[config.mk]
export PLATFORM = sky130hd
export DESIGN_NAME = stopwatch_ctrl
export DESIGN_NICKNAME = d
export VERILOG_FILES = /design/src/rtl/stopwatch_ctrl_pkg.sv /design/src/rtl/seg7_decoder.sv /design/src/rtl/stopwatch_ctrl.sv
export SDC_FILE = /design/constraint.sdc
export NUM_CORES = 1
export LEC_CHECK = 0
export BUFFER_PORTS_ARGS = -buffer_cell sky130_fd_sc_hd__buf_2
export CORE_MARGIN = 3
export CORE_UTILIZATION = 63
export CTS_BUF_LIST = sky130_fd_sc_hd__clkbuf_4 sky130_fd_sc_hd__clkbuf_8
export DETAILED_ROUTE_END_ITERATION = 16
export GPL_ROUTABILITY_DRIVEN = 0
export PLACE_DENSITY_LB_ADDON = 0.12
export RECOVER_POWER = 25
export SETUP_SLACK_MARGIN = 0.05
export SYNTH_ARGS = -nofsm -noshare
export SYNTH_HDL_FRONTEND = slang
export SYNTH_SLANG_ARGS = --single-unit
[constraint.sdc]
create_clock -name CLOCK_50 -period 2.82 [get_ports CLOCK_50]
set_input_delay 0.423 -clock CLOCK_50 [delete_from_list [all_inputs] [get_ports CLOCK_50]]
set_output_delay 0.423 -clock CLOCK_50 [all_outputs]
set_load 0.02 [all_outputs]
[src/rtl/stopwatch_ctrl_pkg.sv]
// Shared definitions for the stopwatch controller: FSM encoding, BCD time
// record, seven-segment pattern table and the digit arithmetic helpers.
package stopwatch_ctrl_pkg;

  typedef enum logic [1:0] {
    ST_IDLE  = 2'd0,
    ST_RUN   = 2'd1,
    ST_PAUSE = 2'd2,
    ST_DONE  = 2'd3
  } sw_state_e;

  // mm:ss as four BCD digits, most significant first
  typedef struct packed {
    logic [3:0] min_tens;
    logic [3:0] min_units;
    logic [3:0] sec_tens;
    logic [3:0] sec_units;
  } bcd_time_t;

  localparam logic [5:0] MAX_FIELD = 6'd59;

  // Active-low segment patterns, bit order a..g; entry 15 listed first
  localparam logic [15:0][0:6] SEG7_LUT = {
    7'b0111000,  // F
    7'b0110000,  // E
    7'b1000010,  // d
    7'b0110001,  // C
    7'b1100000,  // b
    7'b0001000,  // A
    7'b0000100,  // 9
    7'b0000000,  // 8
    7'b0001111,  // 7
    7'b0100000,  // 6
    7'b0100100,  // 5
    7'b1001100,  // 4
    7'b0000110,  // 3
    7'b0010010,  // 2
    7'b1001111,  // 1
    7'b0000001   // 0
  };

  // Binary 0..63 to two BCD digits, clamping anything above 59
  function automatic logic [7:0] bin_to_bcd(input logic [5:0] v);
    logic [5:0] c;
    c = (v > MAX_FIELD) ? MAX_FIELD : v;
    return {4'(c / 6'd10), 4'(c % 6'd10)};
  endfunction

  // One-second increment with cascaded carry, 59:59 rolls to 00:00
  function automatic bcd_time_t time_inc(input bcd_time_t t);
    bcd_time_t r;
    r = t;
    if (t.sec_units != 4'd9) r.sec_units = t.sec_units + 4'd1;
    else begin
      r.sec_units = 4'd0;
      if (t.sec_tens != 4'd5) r.sec_tens = t.sec_tens + 4'd1;
      else begin
        r.sec_tens = 4'd0;
        if (t.min_units != 4'd9) r.min_units = t.min_units + 4'd1;
        else begin
          r.min_units = 4'd0;
          r.min_tens  = (t.min_tens == 4'd5) ? 4'd0 : t.min_tens + 4'd1;
        end
      end
    end
    return r;
  endfunction

  // One-second decrement with cascaded borrow, 00:00 rolls to 59:59
  function automatic bcd_time_t time_dec(input bcd_time_t t);
    bcd_time_t r;
    r = t;
    if (t.sec_units != 4'd0) r.sec_units = t.sec_units - 4'd1;
    else begin
      r.sec_units = 4'd9;
      if (t.sec_tens != 4'd0) r.sec_tens = t.sec_tens - 4'd1;
      else begin
        r.sec_tens = 4'd5;
        if (t.min_units != 4'd0) r.min_units = t.min_units - 4'd1;
        else begin
          r.min_units = 4'd9;
          r.min_tens  = (t.min_tens == 4'd0) ? 4'd5 : t.min_tens - 4'd1;
        end
      end
    end
    return r;
  endfunction

endpackage

[src/rtl/seg7_decoder.sv]
// Hex digit to seven-segment pattern, optionally inverted for active-high
// displays.
module seg7_decoder
  import stopwatch_ctrl_pkg::*;
#(
  parameter bit SEG_ACTIVE_LOW = 1'b1
) (
  input  logic [3:0] digit_i,
  output logic [0:6] seg_o
);

  // table lookup, polarity chosen at elaboration
  assign seg_o = SEG_ACTIVE_LOW ? SEG7_LUT[digit_i] : ~SEG7_LUT[digit_i];

endmodule

[src/rtl/stopwatch_ctrl.sv]
// Stopwatch / countdown timer: key synchronisers, run/pause FSM, subtick
// divider, BCD time counter with lap freeze and seven-segment outputs.
//
// state | meaning
// IDLE  | time loaded (00:00 or preset), waiting for start
// RUN   | subtick counting, time steps once per DIV cycles
// PAUSE | subtick and time held, start resumes
// DONE  | countdown reached 00:00, only clear leaves
module stopwatch_ctrl
  import stopwatch_ctrl_pkg::*;
#(
  parameter int CLK_FREQ       = 50_000_000,
  parameter int TICK_HZ        = 1,
  parameter bit SEG_ACTIVE_LOW = 1'b1
) (
  input  logic       CLOCK_50,
  input  logic       reset,
  input  logic       key_start_n,
  input  logic       key_clear_n,
  input  logic       key_lap_n,
  input  logic       mode_down,
  input  logic [5:0] preset_min,
  input  logic [5:0] preset_sec,
  output logic [0:6] HEX0,
  output logic [0:6] HEX1,
  output logic [0:6] HEX2,
  output logic [0:6] HEX3,
  output logic       running,
  output logic       done,
  output logic       wrap,
  output logic       lap_active
);

  localparam int DIV   = CLK_FREQ / TICK_HZ;
  localparam int SUB_W = (DIV > 1) ? $clog2(DIV) : 1;
  localparam logic [SUB_W-1:0] SUB_LAST = SUB_W'(DIV - 1);

  logic [2:0]       key_n;
  logic [2:0]       sync1_q;
  logic [2:0]       sync2_q;
  logic [2:0]       prev_q;
  logic [2:0]       key_fall;
  logic             start_ev;
  logic             clear_ev;
  logic             lap_ev;

  sw_state_e        state_q;
  logic [SUB_W-1:0] subtick_q;
  bcd_time_t        time_q;
  bcd_time_t        lap_time_q;
  bcd_time_t        time_next_d;
  bcd_time_t        preset_time;
  bcd_time_t        disp_time;
  logic             mode_q;
  logic             lap_q;
  logic             running_q;
  logic             done_q;
  logic             wrap_q;
  logic             tick;
  logic             step_zero;

  assign key_n = {key_lap_n, key_clear_n, key_start_n};

  // two-flop synchronisers plus one delay stage for falling-edge detect;
  // all released (1) in reset so leaving reset never looks like a press
  always_ff @(posedge CLOCK_50) begin
    if (reset) begin
      sync1_q <= '1;
      sync2_q <= '1;
      prev_q  <= '1;
    end else begin
      sync1_q <= key_n;
      sync2_q <= sync1_q;
      prev_q  <= sync2_q;
    end
  end

  assign key_fall = prev_q & ~sync2_q;
  assign clear_ev = key_fall[1];
  assign start_ev = key_fall[0] & ~clear_ev;
  assign lap_ev   = key_fall[2] & ~clear_ev;

  assign tick        = (state_q == ST_RUN) && (subtick_q == SUB_LAST);
  assign time_next_d = mode_q ? time_dec(time_q) : time_inc(time_q);
  assign step_zero   = (time_next_d == '0);
  assign preset_time = {bin_to_bcd(preset_min), bin_to_bcd(preset_sec)};

  // control FSM, subtick divider, time counter, lap capture and flags
  always_ff @(posedge CLOCK_50) begin
    if (reset) begin
      state_q    <= ST_IDLE;
      subtick_q  <= '0;
      time_q     <= '0;
      lap_time_q <= '0;
      mode_q     <= mode_down;
      lap_q      <= 1'b0;
      running_q  <= 1'b0;
      done_q     <= 1'b0;
      wrap_q     <= 1'b0;
    end else begin
      done_q <= 1'b0;
      wrap_q <= 1'b0;
      if (clear_ev) begin
        state_q   <= ST_IDLE;
        subtick_q <= '0;
        lap_q     <= 1'b0;
        mode_q    <= mode_down;
        time_q    <= mode_down ? preset_time : '0;
        running_q <= 1'b0;
      end else begin
        if (lap_ev && (state_q == ST_RUN || state_q == ST_PAUSE)) begin
          lap_q <= ~lap_q;
          if (!lap_q) lap_time_q <= time_q;
        end
        case (state_q)
          ST_IDLE: begin
            if (start_ev) begin
              if (mode_q && time_q == '0) begin
                state_q <= ST_DONE;
                done_q  <= 1'b1;
              end else begin
                state_q   <= ST_RUN;
                subtick_q <= '0;
                running_q <= 1'b1;
              end
            end
          end
          ST_RUN: begin
            subtick_q <= tick ? '0 : subtick_q + 1'b1;
            if (tick) time_q <= time_next_d;
            if (tick && !mode_q && step_zero) wrap_q <= 1'b1;
            // reaching zero takes priority over a pause in the same cycle
            if (tick && mode_q && step_zero) begin
              state_q   <= ST_DONE;
              running_q <= 1'b0;
              done_q    <= 1'b1;
            end else if (start_ev) begin
              state_q   <= ST_PAUSE;
              running_q <= 1'b0;
            end
          end
          ST_PAUSE: begin
            if (start_ev) begin
              state_q   <= ST_RUN;
              running_q <= 1'b1;
            end
          end
          ST_DONE: begin
          end
        endcase
      end
    end
  end

  assign disp_time  = lap_q ? lap_time_q : time_q;
  assign running    = running_q;
  assign done       = done_q;
  assign wrap       = wrap_q;
  assign lap_active = lap_q;

  seg7_decoder #(.SEG_ACTIVE_LOW(SEG_ACTIVE_LOW)) u_hex0 (
    .digit_i(disp_time.sec_units), .seg_o(HEX0));
  seg7_decoder #(.SEG_ACTIVE_LOW(SEG_ACTIVE_LOW)) u_hex1 (
    .digit_i(disp_time.sec_tens), .seg_o(HEX1));
  seg7_decoder #(.SEG_ACTIVE_LOW(SEG_ACTIVE_LOW)) u_hex2 (
    .digit_i(disp_time.min_units), .seg_o(HEX2));
  seg7_decoder #(.SEG_ACTIVE_LOW(SEG_ACTIVE_LOW)) u_hex3 (
    .digit_i(disp_time.min_tens), .seg_o(HEX3));

endmodule

==> Yosys cells after proc, flatten, opt, wreduce, memory -nomap -nowiden <==
Memories as Yosys holds them, arrays and structs flattened.
Cells that the tools add are included.
{ "totals": {"in_bits": 18, "rom_bits": 448, "output_inout_bits": 32, "reg_bits": 74, "latchBits": 0, "ramBits": 0, "wordCells": 136, "mem_count": 4} }
{ "classes": {"mux": 49, "shift": 0, "magnitude_cmp": 6, "addsub": 9, "div": 4, "bitwise": 7, "n_reduce_logical": 28, "n_eq_ne": 11, "multipliers": 0} }
{ "memory_table": {"columns": ["name", "words", "word_bits", "rd", "rd_clocked_by_memory_dff", "wr", "line_no", "rtl"], "rows": [
  ["(name not given)", 16, 7, 1, 0, 0, "seg7_decoder.sv:13", "assign seg_o = SEG_ACTIVE_LOW ? SEG7_LUT[digit_i] : ~SEG7_LUT[digit_i];"],
  ["(name not given)", 16, 7, 1, 0, 0, "seg7_decoder.sv:13", null],
  ["(name not given)", 16, 7, 1, 0, 0, "seg7_decoder.sv:13", null],
  ["(name not given)", 16, 7, 1, 0, 0, "seg7_decoder.sv:13", null]
]} }
{ "ops": {"columns": ["op", "count"], "rows": [
  ["two-way mux 16 bit", 6],
  ["two-way mux 26 bit", 3],
  ["one-hot mux 26 bit (2 select lines)", 1],
  ["two-way mux 4 bit", 10],
  ["zero test 16 bit", 2],
  ["two-way mux 7 bit", 4],
  ["adder 26 x 1 -> 26 bit, second input constant", 1],
  ["== test 26 bit, second input constant", 1],
  ["two-way mux 12 bit", 2],
  ["less-than comparator 4 x 5 -> 1 bit, second input constant", 4],
  ["adder 4 x 1 -> 4 bit, second input constant", 4],
  ["two-way mux 8 bit", 2],
  ["subtractor 4 x 1 -> 4 bit, second input constant", 4],
  ["divider 6 x 4 -> 6 bit, second input constant", 2],
  ["greater-than comparator 6 bit, second input constant", 2],
  ["modulo 6 x 4 -> 6 bit, second input constant", 2],
  ["two-way mux 6 bit", 2],
  ["nonzero test 4 bit", 3],
  ["two-way mux 1 bit", 11],
  ["two-way mux 2 bit", 5],
  ["!= test 4 bit, second input constant", 2],
  ["nonzero test 2 bit", 4],
  ["logical AND 1 bit", 7],
  ["!= test 2 bit, second input constant", 3],
  ["23 further kinds", 27]
]} }

==> Depth between registers and ports, before layout <==
Gate-level depths: netlist (run 1).
{ "depth": {"depth_word": 10, "depth_mapped": 10, "mapped_depth_nobuf": 9} }

==> Cells and area by module <==
Synthesis (run 1) repeated with hierarchy kept, for this count alone.
{ "unflattened": {"cells_unflattened": 749, "area_unflattened_um2": 5918.2} }
{ "by_module_without_submodules": {"columns": ["module", "area_per_inst_um2", "n_inst", "cells_each"], "rows": [
  ["stopwatch_ctrl", 4832.1, 1, 619],
  ["seg7_decoder at u_hex0 ...", 274.0, 2, 32],
  ["seg7_decoder at u_hex1 ...", 269.0, 2, 33]
]} }

==> Worst setup path before layout (run 1) <==
OpenSTA, ideal clock, no wires.
{ "synth_timing": {"path_type": "reg2out", "from": "register lap_q, in the netlist lap_active", "to": "output port HEX0[3] in the netlist's numbering", "setup_slack_ns": -0.088, "t_arrival_ns": 2.485, "path_stages_with_launch": 8, "t_required_ns": 2.397, "path_cell_list": "dfxtp_1 -> clkbuf_1 -> clkbuf_1 -> mux2i_1 -> ha_1 -> nor2_1 -> a211oi_1 -> a31oi_1"} }
{ "synth_between": {"elab_chain_cells": 3} }
{ "synth_rtl": {"columns": ["element", "line_no", "rtl"], "rows": [
  ["start, declared", "stopwatch_ctrl.sv:55", "logic lap_q;"],
  ["start signal, assigned", "stopwatch_ctrl.sv:112", "lap_q <= ~lap_q;"],
  ["two-way mux 16 bit", null, null],
  ["memory read (16 x 7 bit)", null, null],
  ["two-way mux 7 bit (implied by the code)", "seg7_decoder.sv:13", null],
  ["end, declared", "stopwatch_ctrl.sv:24", "output logic [0:6] HEX0,"]
]} }
No other way between the ends. The select of a mux whose other input is x is not followed.

==> Worst setup path in the final report (run 1) <==
{ "layout_timing": {"from": "register time_q[0] in the netlist's numbering", "to": "register state_q[0]"} }
{ "layout_between": {"elab_chain_cells": 7, "word_cells_on_any_way": 15} }
{ "layout_rtl": {"columns": ["element", "line_no", "rtl"], "rows": [
  ["start, declared", "stopwatch_ctrl.sv:49", "bcd_time_t time_q;"],
  ["start signal, assigned", "stopwatch_ctrl.sv:108", "time_q <= mode_down ? preset_time : '0;"],
  ["start signal, assigned", "stopwatch_ctrl.sv:130", "if (tick) time_q <= time_next_d;"],
  ["adder 4 x 1 -> 4 bit, or another cell as far along", "stopwatch_ctrl_pkg.sv:53", "if (t.sec_units != 4'd9) r.sec_units = t.sec_units + 4'd1;"],
  ["two-way mux 4 bit, or another cell as far along", "stopwatch_ctrl_pkg.sv:53", null],
  ["two-way mux 16 bit *", "stopwatch_ctrl.sv:84", "assign time_next_d = mode_q ? time_dec(time_q) : time_inc(time_q);"],
  ["zero test 16 bit *", "stopwatch_ctrl.sv:85", "assign step_zero = (time_next_d == '0);"],
  ["logical AND 1 bit *", "stopwatch_ctrl.sv:133", "if (tick && mode_q && step_zero) begin"],
  ["!= test 3 x 2 -> 1 bit (no line) or two-way mux 2 bit (tied branches)", null, null],
  ["AND reduction 4 bit (no line) or one-hot mux 2 bit (3 select lines) (tied branches)", null, null],
  ["end signal, assigned", "stopwatch_ctrl.sv:91", "state_q <= ST_IDLE;"],
  ["end signal, assigned", "stopwatch_ctrl.sv:134", "state_q <= ST_DONE;"],
  ["end signal, assigned", "stopwatch_ctrl.sv:138", "state_q <= ST_PAUSE;"],
  ["end, declared", "stopwatch_ctrl.sv:47", "sw_state_e state_q;"]
]} }
Mark *: on every way between the ends. The rest lies on a longest branch, timed or not.
A chain may end at the register's enable or synchronous reset.

==> reports/results.env, run 1 <==
COREAREA_SQ_UM=8763
VIA_COUNT_OF_THE_FIRST_GLOBAL_ROUTING_PASS=5518
WORSTMARGINPINSLEW_NS=1.675
CTS.SINK_COUNT=74
NNETSFINAL=865
VIOLATIONS_IN_THE_FINAL_REPORTS='capacitance limit, slew limit'
WORSTSKEWPAIRLATENCY_NS=0.36
POST-SYNTH-TOP-AREA-CELL='sky130_fd_sc_hd__dfxtp_1'
LAYOUT.CELLS.MOST_COMMON_LIST='sky130_fd_sc_hd__nor2_1, sky130_fd_sc_hd__nand2_1, sky130_fd_sc_hd__dfxtp_1'
DRT.ANTENNA.VIOLATING_NETS=0
WORSTSETUPPATHTYPE='reg2reg'
CTS.HTREE.LEVELS=3
PIN_COUNT_OF_THE_BIGGEST_NET_ENTERING_GLOBAL_ROUTING=40
TOTAL_INSERTED_ANTENNA_CELLS=0
SYNTH_AREA_PER_CELL_SQ_UM=7.411
SYNTH-EDFF-COUNT=1
CTS.CLK_SLEW.WORST_PATHS_NS=0.09
SETUP_VIOL=0
HPWL_MM=10.88
NET_SWITCHING_POWER_OF_THE_DESIGN_mW=1.115
GRT_SETUP_UNREPAIRED='true'
FLOORPLAN.INITIALDENSITY_PCT=65.21
YS_WARN_COUNT=0
TIMING_MAX_TRANSITION_VIOLATIONS_FINAL=40
NETLIST_AREA_SQ_UM=5714
SHARE_SEQ_OF_TOTAL_POWER_PCT=37.3
POWER.COMBINATIONAL.FRACTION_PCT=32.5
RELSLEWSLACK_PCT=-11.68
FILL_CELLS=729
YOSYSUNIQUECELLTYPES=77
FINALWORSTPATHREQUIREDPERIOD_NS=2.666
POWER_DENSITY_RELATIVE_TO_CELL_AREA_nW_PER_UM2=481.0
REPORT.POWER.TOTAL_mW=3.098
YOSYS_REGISTER_BITS=74
DETAILEDROUTE.FIRSTITERATIONVIOLATIONS=519
FINAL_COMMON_CELL='sky130_fd_sc_hd__nor2_1'
DRT_FIRST_PASS_ITERS=6
LEAK_PWR_nW=2.482
MAXIMUM_COUNT_OF_CLOCK_BUFFERS_ALONG_A_SINGLE_PATH=2
DP_SLACK_NS=0.1592
RUN_STATUS='finished with violations'
ANTENNA_FOUND_INITIAL=0
DRT-WIRELENGTH-PER-CELL_UM=16.26
TIMING.FINAL.CRIT_SHARE_PCT=94.53
CTS_BUFFERS=9
FP-ROW-COUNT=34
FMAX_GHz=0.3751
ASYNC_FLOP_SHARE_PCT=0
WHS_NS=0.2380
INTERNAL_POWER_mW=1.983
DRCVIOLATIONCOUNT=0
NETLIST_INSTANCES=771
POWER_FRAC_CLOCK_PCT=30.2
LAYOUT.CELL_AREA.NON_FILLER_SQ_UM=6441
CTS.ROOT.BUFFER_CELL='sky130_fd_sc_hd__clkbuf_8'
SYNTH.TOP_CELL.AREA_SHARE_PCT=25.57
YOSYS-TOP-CELLS-AREA='sky130_fd_sc_hd__dfxtp_1, sky130_fd_sc_hd__nor2_1, sky130_fd_sc_hd__ha_1'
CRIT_ARRIVAL_NS=2.93
DIE_Y_UM=101.2
NUM_IO_PINS=50
FLOORPLAN.DIE.WIDTH_UM=101.2
MAXIMUM_NET_FANOUT_ON_THE_CRITICAL_PATH=11
PLACEMENT.IO_BUFFERS=49
MAPPEDNETLISTNETS=818
AREAGROWTHSYNTHTOFINISH_PCT=12.72
WORSTSETUPSTARTPOINTTYPE='flip-flop'
WIRE_LENGTH_OF_THE_FIRST_GLOBAL_ROUTING_PASS_MM=24.95
WORST-ENDPOINT-REQUIRED_NS=3.09
FIN_SKEW_NS=0.01209
POST_DP_CELL_AREA_SQ_UM=6133
CTS.HOLD.BUFFERS_ADDED=0
MAXCAPVIOLATIONS=1
GRTUSAGETOTAL_PCT=29.40
FLOORPLAN.DIE_AREA_SQ_UM=10250
SYNTH.YOSYS.SEQ_AREA_SHARE_PCT=26.10
SETUP_WS_NS=0.1542
OVERFLOW=0
CTS_TREE='built'
AVGVIACOUNTPERCELL=6.391
POSTROUTEWIRELENGTH_MM=15.14
WORST_SETUP_PATH_END_KIND='flip-flop'
FINAL_LAYOUT_SIZE_SUFFIX_GT1_SHARE_PCT=16.40
DETAILROUTE.VIA_COUNT=5950
HOLD_CLASS='in2reg'
SWITCHING_SHARE_PCT=35.98
FINAL_HOLD_VIOL_COUNT=0
SYNTHFLOPTYPE='sky130_fd_sc_hd__dfxtp_1'
WORST_IR_DROP_VDD_mV=0.3086
-- cell type report --
type | count | area (sq um) | area share [%]
tap | 108 | 135.1 | 2.098
clock buffer | 10 | 131.4 | 2.040
clock inverter | 6 | 90.09 | 1.399
multi-input combinational | 620 | 3983 | 61.83
timing repair buffer | 85 | 504.2 | 7.828
inverter | 28 | 105.1 | 1.632
sequential | 74 | 1493 | 23.17
-- metal layers --
layer / vias to the layer above / routed length [um] / share of wire [%] / global-route usage, %
li1: 2898 / - / - / -
met1: 2763 / 6507 / 43 / 37.31
met2: 260 / 7291 / 48 / 49.60
met3: 29 / 1018 / 6.7 / 6.680
met4: 0 / 320 / 2.1 / 9.305
met5: - / 0 / 0 / 0
-- worst max-delay path, stage by stage, from the launching register on --
cell and delay, ns:
sky130_fd_sc_hd__dfxtp_1 0.44, sky130_fd_sc_hd__or4b_4 0.63, sky130_fd_sc_hd__nor3_4 0.20, sky130_fd_sc_hd__o31ai_1 0.09, sky130_fd_sc_hd__o311a_1 0.37, sky130_fd_sc_hd__nor4_4 0.37
sky130_fd_sc_hd__nand4_2 0.19, sky130_fd_sc_hd__a221oi_2 0.27
-- power by group through the flow --
| stage | Sequential [mW] | Clock [mW] | Combinational, mW |
|---|---|---|---|
| after detailed placement | 1.17 | 0 | 0.977 |
| after CTS | 1.15 | 0.947 | 0.983 |
| final | 1.16 | 0.936 | 1.01 |
| after floorplan | 1.16 | 0 | 0.736 |
| after global placement | 1.17 | 0 | 0.938 |
| after global routing | 1.16 | 1.00 | 1.10 |
-- metrics by stage --
step	TNS, ns	instances	utilization (%)
finish	0	931	73.50
detailed placement	0	910	69.99
global route	-0.01143	931	73.50
CTS	0	926	72.76
floorplan	0	771	-
global placement	0	910	69.99
-- synthesized netlist by cell type, types with 3 or more instances --
cell type                     n
sky130_fd_sc_hd__a2111oi_0    3
sky130_fd_sc_hd__a211o_1      3
sky130_fd_sc_hd__a211oi_1    25
sky130_fd_sc_hd__a21o_1       7
sky130_fd_sc_hd__a21oi_1     54
sky130_fd_sc_hd__a22o_1       5
sky130_fd_sc_hd__a22oi_1      5
sky130_fd_sc_hd__a31oi_1      7
sky130_fd_sc_hd__a32o_1       4
sky130_fd_sc_hd__and2_1       4
sky130_fd_sc_hd__and3_1       6
sky130_fd_sc_hd__buf_2        5
sky130_fd_sc_hd__clkbuf_1    40
sky130_fd_sc_hd__dfxtp_1     73
sky130_fd_sc_hd__ha_1        29
sky130_fd_sc_hd__inv_1       28
sky130_fd_sc_hd__mux2_2       3
sky130_fd_sc_hd__mux2i_1     15
sky130_fd_sc_hd__nand2_1     82
sky130_fd_sc_hd__nand2b_1     9
sky130_fd_sc_hd__nand3_1     23
sky130_fd_sc_hd__nand4_1      9
sky130_fd_sc_hd__nand4b_1     4
sky130_fd_sc_hd__nor2_1     103
sky130_fd_sc_hd__nor2b_1      6
sky130_fd_sc_hd__nor3_1      17
sky130_fd_sc_hd__nor3b_1      4
sky130_fd_sc_hd__nor4_1       9
sky130_fd_sc_hd__nor4b_1      4
sky130_fd_sc_hd__o211ai_1     5
sky130_fd_sc_hd__o21a_1       8
sky130_fd_sc_hd__o21ai_0     52
sky130_fd_sc_hd__o22ai_1      7
sky130_fd_sc_hd__o311a_1      3
sky130_fd_sc_hd__o31ai_1      8
sky130_fd_sc_hd__o32ai_1      3
sky130_fd_sc_hd__or2_2       15
sky130_fd_sc_hd__or3_1        4
sky130_fd_sc_hd__xnor2_1     16
sky130_fd_sc_hd__xor2_1      13
-- state kept, by name, indices dropped and copies added (netlist names) --
register    count
sync1_q         3
time_q         16
state_q         2
mode_q          1
subtick_q      26
sync2_q         3
wrap            1
done            1
lap_time_q     16
lap_active      1
running         1
prev_q          3
-- repair_timing --
item,CTS,global route
hold endpoints to repair,0,0
setup endpoints to repair,7,44
setup buffers,0,5
pin swaps,0,1
resized for setup,5,11
-- path summary, 6_finish.rpt --
check,startpoint,end,slack [ns],cells past startpoint
worst max-delay path,time_q[0],state_q[0],0.15,7
worst min-delay path,key_start_n,sync1_q[0],0.24,2
worst max register to register,time_q[0],state_q[0],0.15,7
worst min register to register,sync1_q[0],sync2_q[0],0.41,1
-- cell families after synthesis --
kind of cell	after synthesis	synth area share, %
flops	74	26.10
compound gates	223	26.10
fa+ha+maj	29	6.350
buf+inv	77	5.496
xor+xnor	29	4.445
simple gates	321	28.29
mux	18	3.219
(Power assumes the default switching activity.)
==> run 2: changes to the inputs <==
- CORE_UTILIZATION: 63 -> 61
- CTS_BUF_LIST: sky130_fd_sc_hd__clkbuf_4 sky130_fd_sc_hd__clkbuf_8 -> not set
- HOLD_SLACK_MARGIN: not set -> 0.06
==> run 2 against run 1 <==
The run still ends with capacitance limit, slew limit left. Clock skew fell by 0.0017 ns. Sequential power barely moved. Clock power fell by 16%. Combinational power barely moved. Non-clock buffer count rose by 4. Sequential share of layout area barely moved. Global-route usage fell by 0.90 points.
==> reports/results.env, run 2 (synthesis results as in run 1) <==
RUN_STATUS='finished with violations'  # unchanged
VIOLATIONS_IN_THE_FINAL_REPORTS='capacitance limit, slew limit'  # unchanged
FINAL_COMMON_CELL='sky130_fd_sc_hd__nor2_1'  # unchanged
WORST_SETUP_PATH_END_KIND='flip-flop'  # unchanged
POWER_DENSITY_RELATIVE_TO_CELL_AREA_nW_PER_UM2=461.4  # was 481.0 nW/um^2
RELSLEWSLACK_PCT=-14.66  # was -11.68%
TIMING.CRITICAL_PATH.SLOWEST_CELL_DELAY_NS=0.61  # was 0.63 ns
WORSTSKEWPAIRLATENCY_NS=0.37  # was 0.36 ns
FINISH.UTILIZATION_PCT=72.43  # was 73.50%
TOTAL_INSERTED_ANTENNA_CELLS=0  # unchanged
HPWL_MM=11.03  # was 10.88 mm
WORSTSETUPSTARTPOINTTYPE='flip-flop'  # unchanged
WIRE_LENGTH_OF_THE_FIRST_GLOBAL_ROUTING_PASS_MM=24.37  # was 24.95 mm
PLACEMENT.IO_BUFFERS=49  # unchanged
CTS_BUFFERS=9  # unchanged
PATH_COMMON_CELL='sky130_fd_sc_hd__nand2_1'
DRT.ANTENNA.VIOLATING_NETS=0  # unchanged
CTS.ROOT.BUFFER_CELL='sky130_fd_sc_hd__clkbuf_8'  # unchanged
TIMING_MAX_TRANSITION_VIOLATIONS_FINAL=40  # unchanged
COREAREA_SQ_UM=8891  # was 8763 sq um
WORST-ENDPOINT-REQUIRED_NS=3.00  # was 3.09 ns
FLOORPLAN.DIE_AREA_SQ_UM=10560  # was 10250 sq um
NUM_IO_PINS=50  # unchanged
WORST_PATH_BUF_INV=1  # was 0
CRIT_ARRIVAL_NS=2.87  # was 2.93 ns
DETAILROUTE.VIA_COUNT=5889  # was 5950
FLOORPLAN.DIE.WIDTH_UM=102.8  # was 101.2 um
VIA_COUNT_OF_THE_FIRST_GLOBAL_ROUTING_PASS=5171  # was 5518
LARGEST_REG_FLOPS=26  # unchanged
NNETSFINAL=869  # was 865
CTS_TREE='built'  # unchanged
FILL_CELLS=737  # was 729
MAXCAPVIOLATIONS=1  # unchanged
DRT_FIRST_PASS_ITERS=5  # was 6
CTS.CLK_SLEW.WORST_PATHS_NS=0.08  # was 0.09 ns
MAX_FLOP_REGISTER='subtick_q'  # unchanged
TIMING.CRITICAL_PATH.SLOWEST_STAGE_CELL='sky130_fd_sc_hd__or4_4'  # was sky130_fd_sc_hd__or4b_4
DRCVIOLATIONCOUNT=0  # unchanged
SETUP_TNS_NS=0  # unchanged
PIN_COUNT_OF_THE_BIGGEST_NET_ENTERING_GLOBAL_ROUTING=40  # unchanged
CTS.SINK_COUNT=74  # unchanged
TIMING.FINAL.CRIT_SHARE_PCT=95.18  # was 94.53%
LIST_OF_CELLS_TRAVERSED_BY_THE_CRITICAL_PATH='or4_4 -> buf_4 -> or4b_1 -> nand2_1 -> nand2_1 -> mux2_2 -> a22oi_1 -> nor2_1'  # was or4b_4 -> nor3_4 -> o31ai_1 -> o311a_1 -> nor4_4 -> nand4_2 -> a221oi_2
DIE_Y_UM=102.8  # was 101.2 um
WORSTSETUPPATHTYPE='reg2reg'  # unchanged
REG_TOP3='subtick_q x26, lap_time_q x16, time_q x16'  # unchanged
GRTUSAGETOTAL_PCT=28.50  # was 29.40%
FINAL_HOLD_VIOL_COUNT=0  # unchanged
DETAILEDROUTE.FIRSTITERATIONVIOLATIONS=487  # was 519
FINALWORSTPATHREQUIREDPERIOD_NS=2.684  # was 2.666 ns
SETUP_VIOL=0  # unchanged
WORST_IR_DROP_VDD_mV=0.3303  # was 0.3086 mV
NUMBER_OF_CELLS_IN_THE_FINISHED_LAYOUT_APART_FROM_FILLERS=935  # was 931
CTS.HTREE.LEVELS=3  # unchanged
OVERFLOW=0  # unchanged
AVGVIACOUNTPERCELL=6.298  # was 6.391
FMAX_GHz=0.3726  # was 0.3751 GHz
CRIT_FAMILY='simple AND/OR/NAND/NOR gates'  # unchanged
FLOORPLAN.INITIALDENSITY_PCT=64.27  # was 65.21%
CTS.HOLD.BUFFERS_ADDED=0  # unchanged
FIN_SKEW_NS=0.01036  # was 0.01209 ns
PLACEDCELLCOUNT=915  # was 910
LEAK_PWR_nW=2.485  # was 2.482 nW
HOLD_CLASS='in2reg'  # unchanged
POSTROUTEWIRELENGTH_MM=15.10  # was 15.14 mm
MAXIMUM_NET_FANOUT_ON_THE_CRITICAL_PATH=6  # was 11
ANTENNA_FOUND_INITIAL=0  # unchanged
WORSTMARGINPINSLEW_NS=1.720  # was 1.675 ns
DRT-WIRELENGTH-PER-CELL_UM=16.15  # was 16.26 um
AREAGROWTHSYNTHTOFINISH_PCT=12.70  # was 12.72%
FP-ROW-COUNT=34  # unchanged
FINAL_LAYOUT_SIZE_SUFFIX_GT1_SHARE_PCT=17.05  # was 16.40%
GRT_SETUP_UNREPAIRED='true'  # unchanged
MAXIMUM_COUNT_OF_CLOCK_BUFFERS_ALONG_A_SINGLE_PATH=2  # unchanged
LAYOUT.CELLS.MOST_COMMON_LIST='sky130_fd_sc_hd__nor2_1, sky130_fd_sc_hd__nand2_1, sky130_fd_sc_hd__dfxtp_1'  # unchanged
[run 2: final cells by class]
type / instances / area (sq um) / area share, %
multi-input cells: 620 / 3979 / 61.78
flip-flops and latches: 74 / 1493 / 23.18
repair buffers: 89 / 544.3 / 8.452
clock buffers: 10 / 137.6 / 2.137
well taps: 108 / 135.1 / 2.098
inverters: 28 / 105.1 / 1.632
clock inverters: 6 / 46.29 / 0.7189
[run 2: worst paths after layout]
check	from	to	slack, ns	cells after the start
worst max-delay path	time_q[7]	time_q[13]	0.14	8
worst min register to register	sync1_q[2]	sync2_q[2]	0.42	1
worst min-delay path	key_lap_n	sync1_q[2]	0.23	2
worst max register to register	time_q[7]	time_q[13]	0.14	8
[run 2: timing repair]
action	CTS	global route
resized for setup	3	11
endpoints found under the setup margin	11	47
buffers inserted	0	4
[run 2: where the power goes]
part	total, mW	internal (mW)	switching [mW]	leakage (nW)
sequential	1.15	1.10	0.0510	0.602
clock	0.790	0.351	0.439	0.0897
combinational	1.03	0.387	0.640	1.79
[run 2: metal layers]
| layer | up-vias | share of wire (%) | GRT usage (%) |
|---|---|---|---|
| met4 | 0 | 2.7 | 10.56 |
| met3 | 43 | 6.6 | 5.345 |
| met5 | - | 0 | 0 |
| met1 | 2688 | 44 | 37.54 |
| li1 | 2893 | - | - |
| met2 | 265 | 47 | 46.67 |
[run 2: stage by stage]
stage	hold slack (ns)	power (mW)	area [sq um]	setup WS [ns]
2_1_floorplan	0.3895	1.900	5724	0.06191
3_3_place_gp	0.3972	2.136	6183	0.1931
3_5_place_dp	0.3990	2.177	6183	0.1609
4_1_cts	0.2285	2.959	6379	0.01785
5_1_grt	0.2257	3.138	6440	0.001283
6_report	0.2334	2.972	6440	0.1360
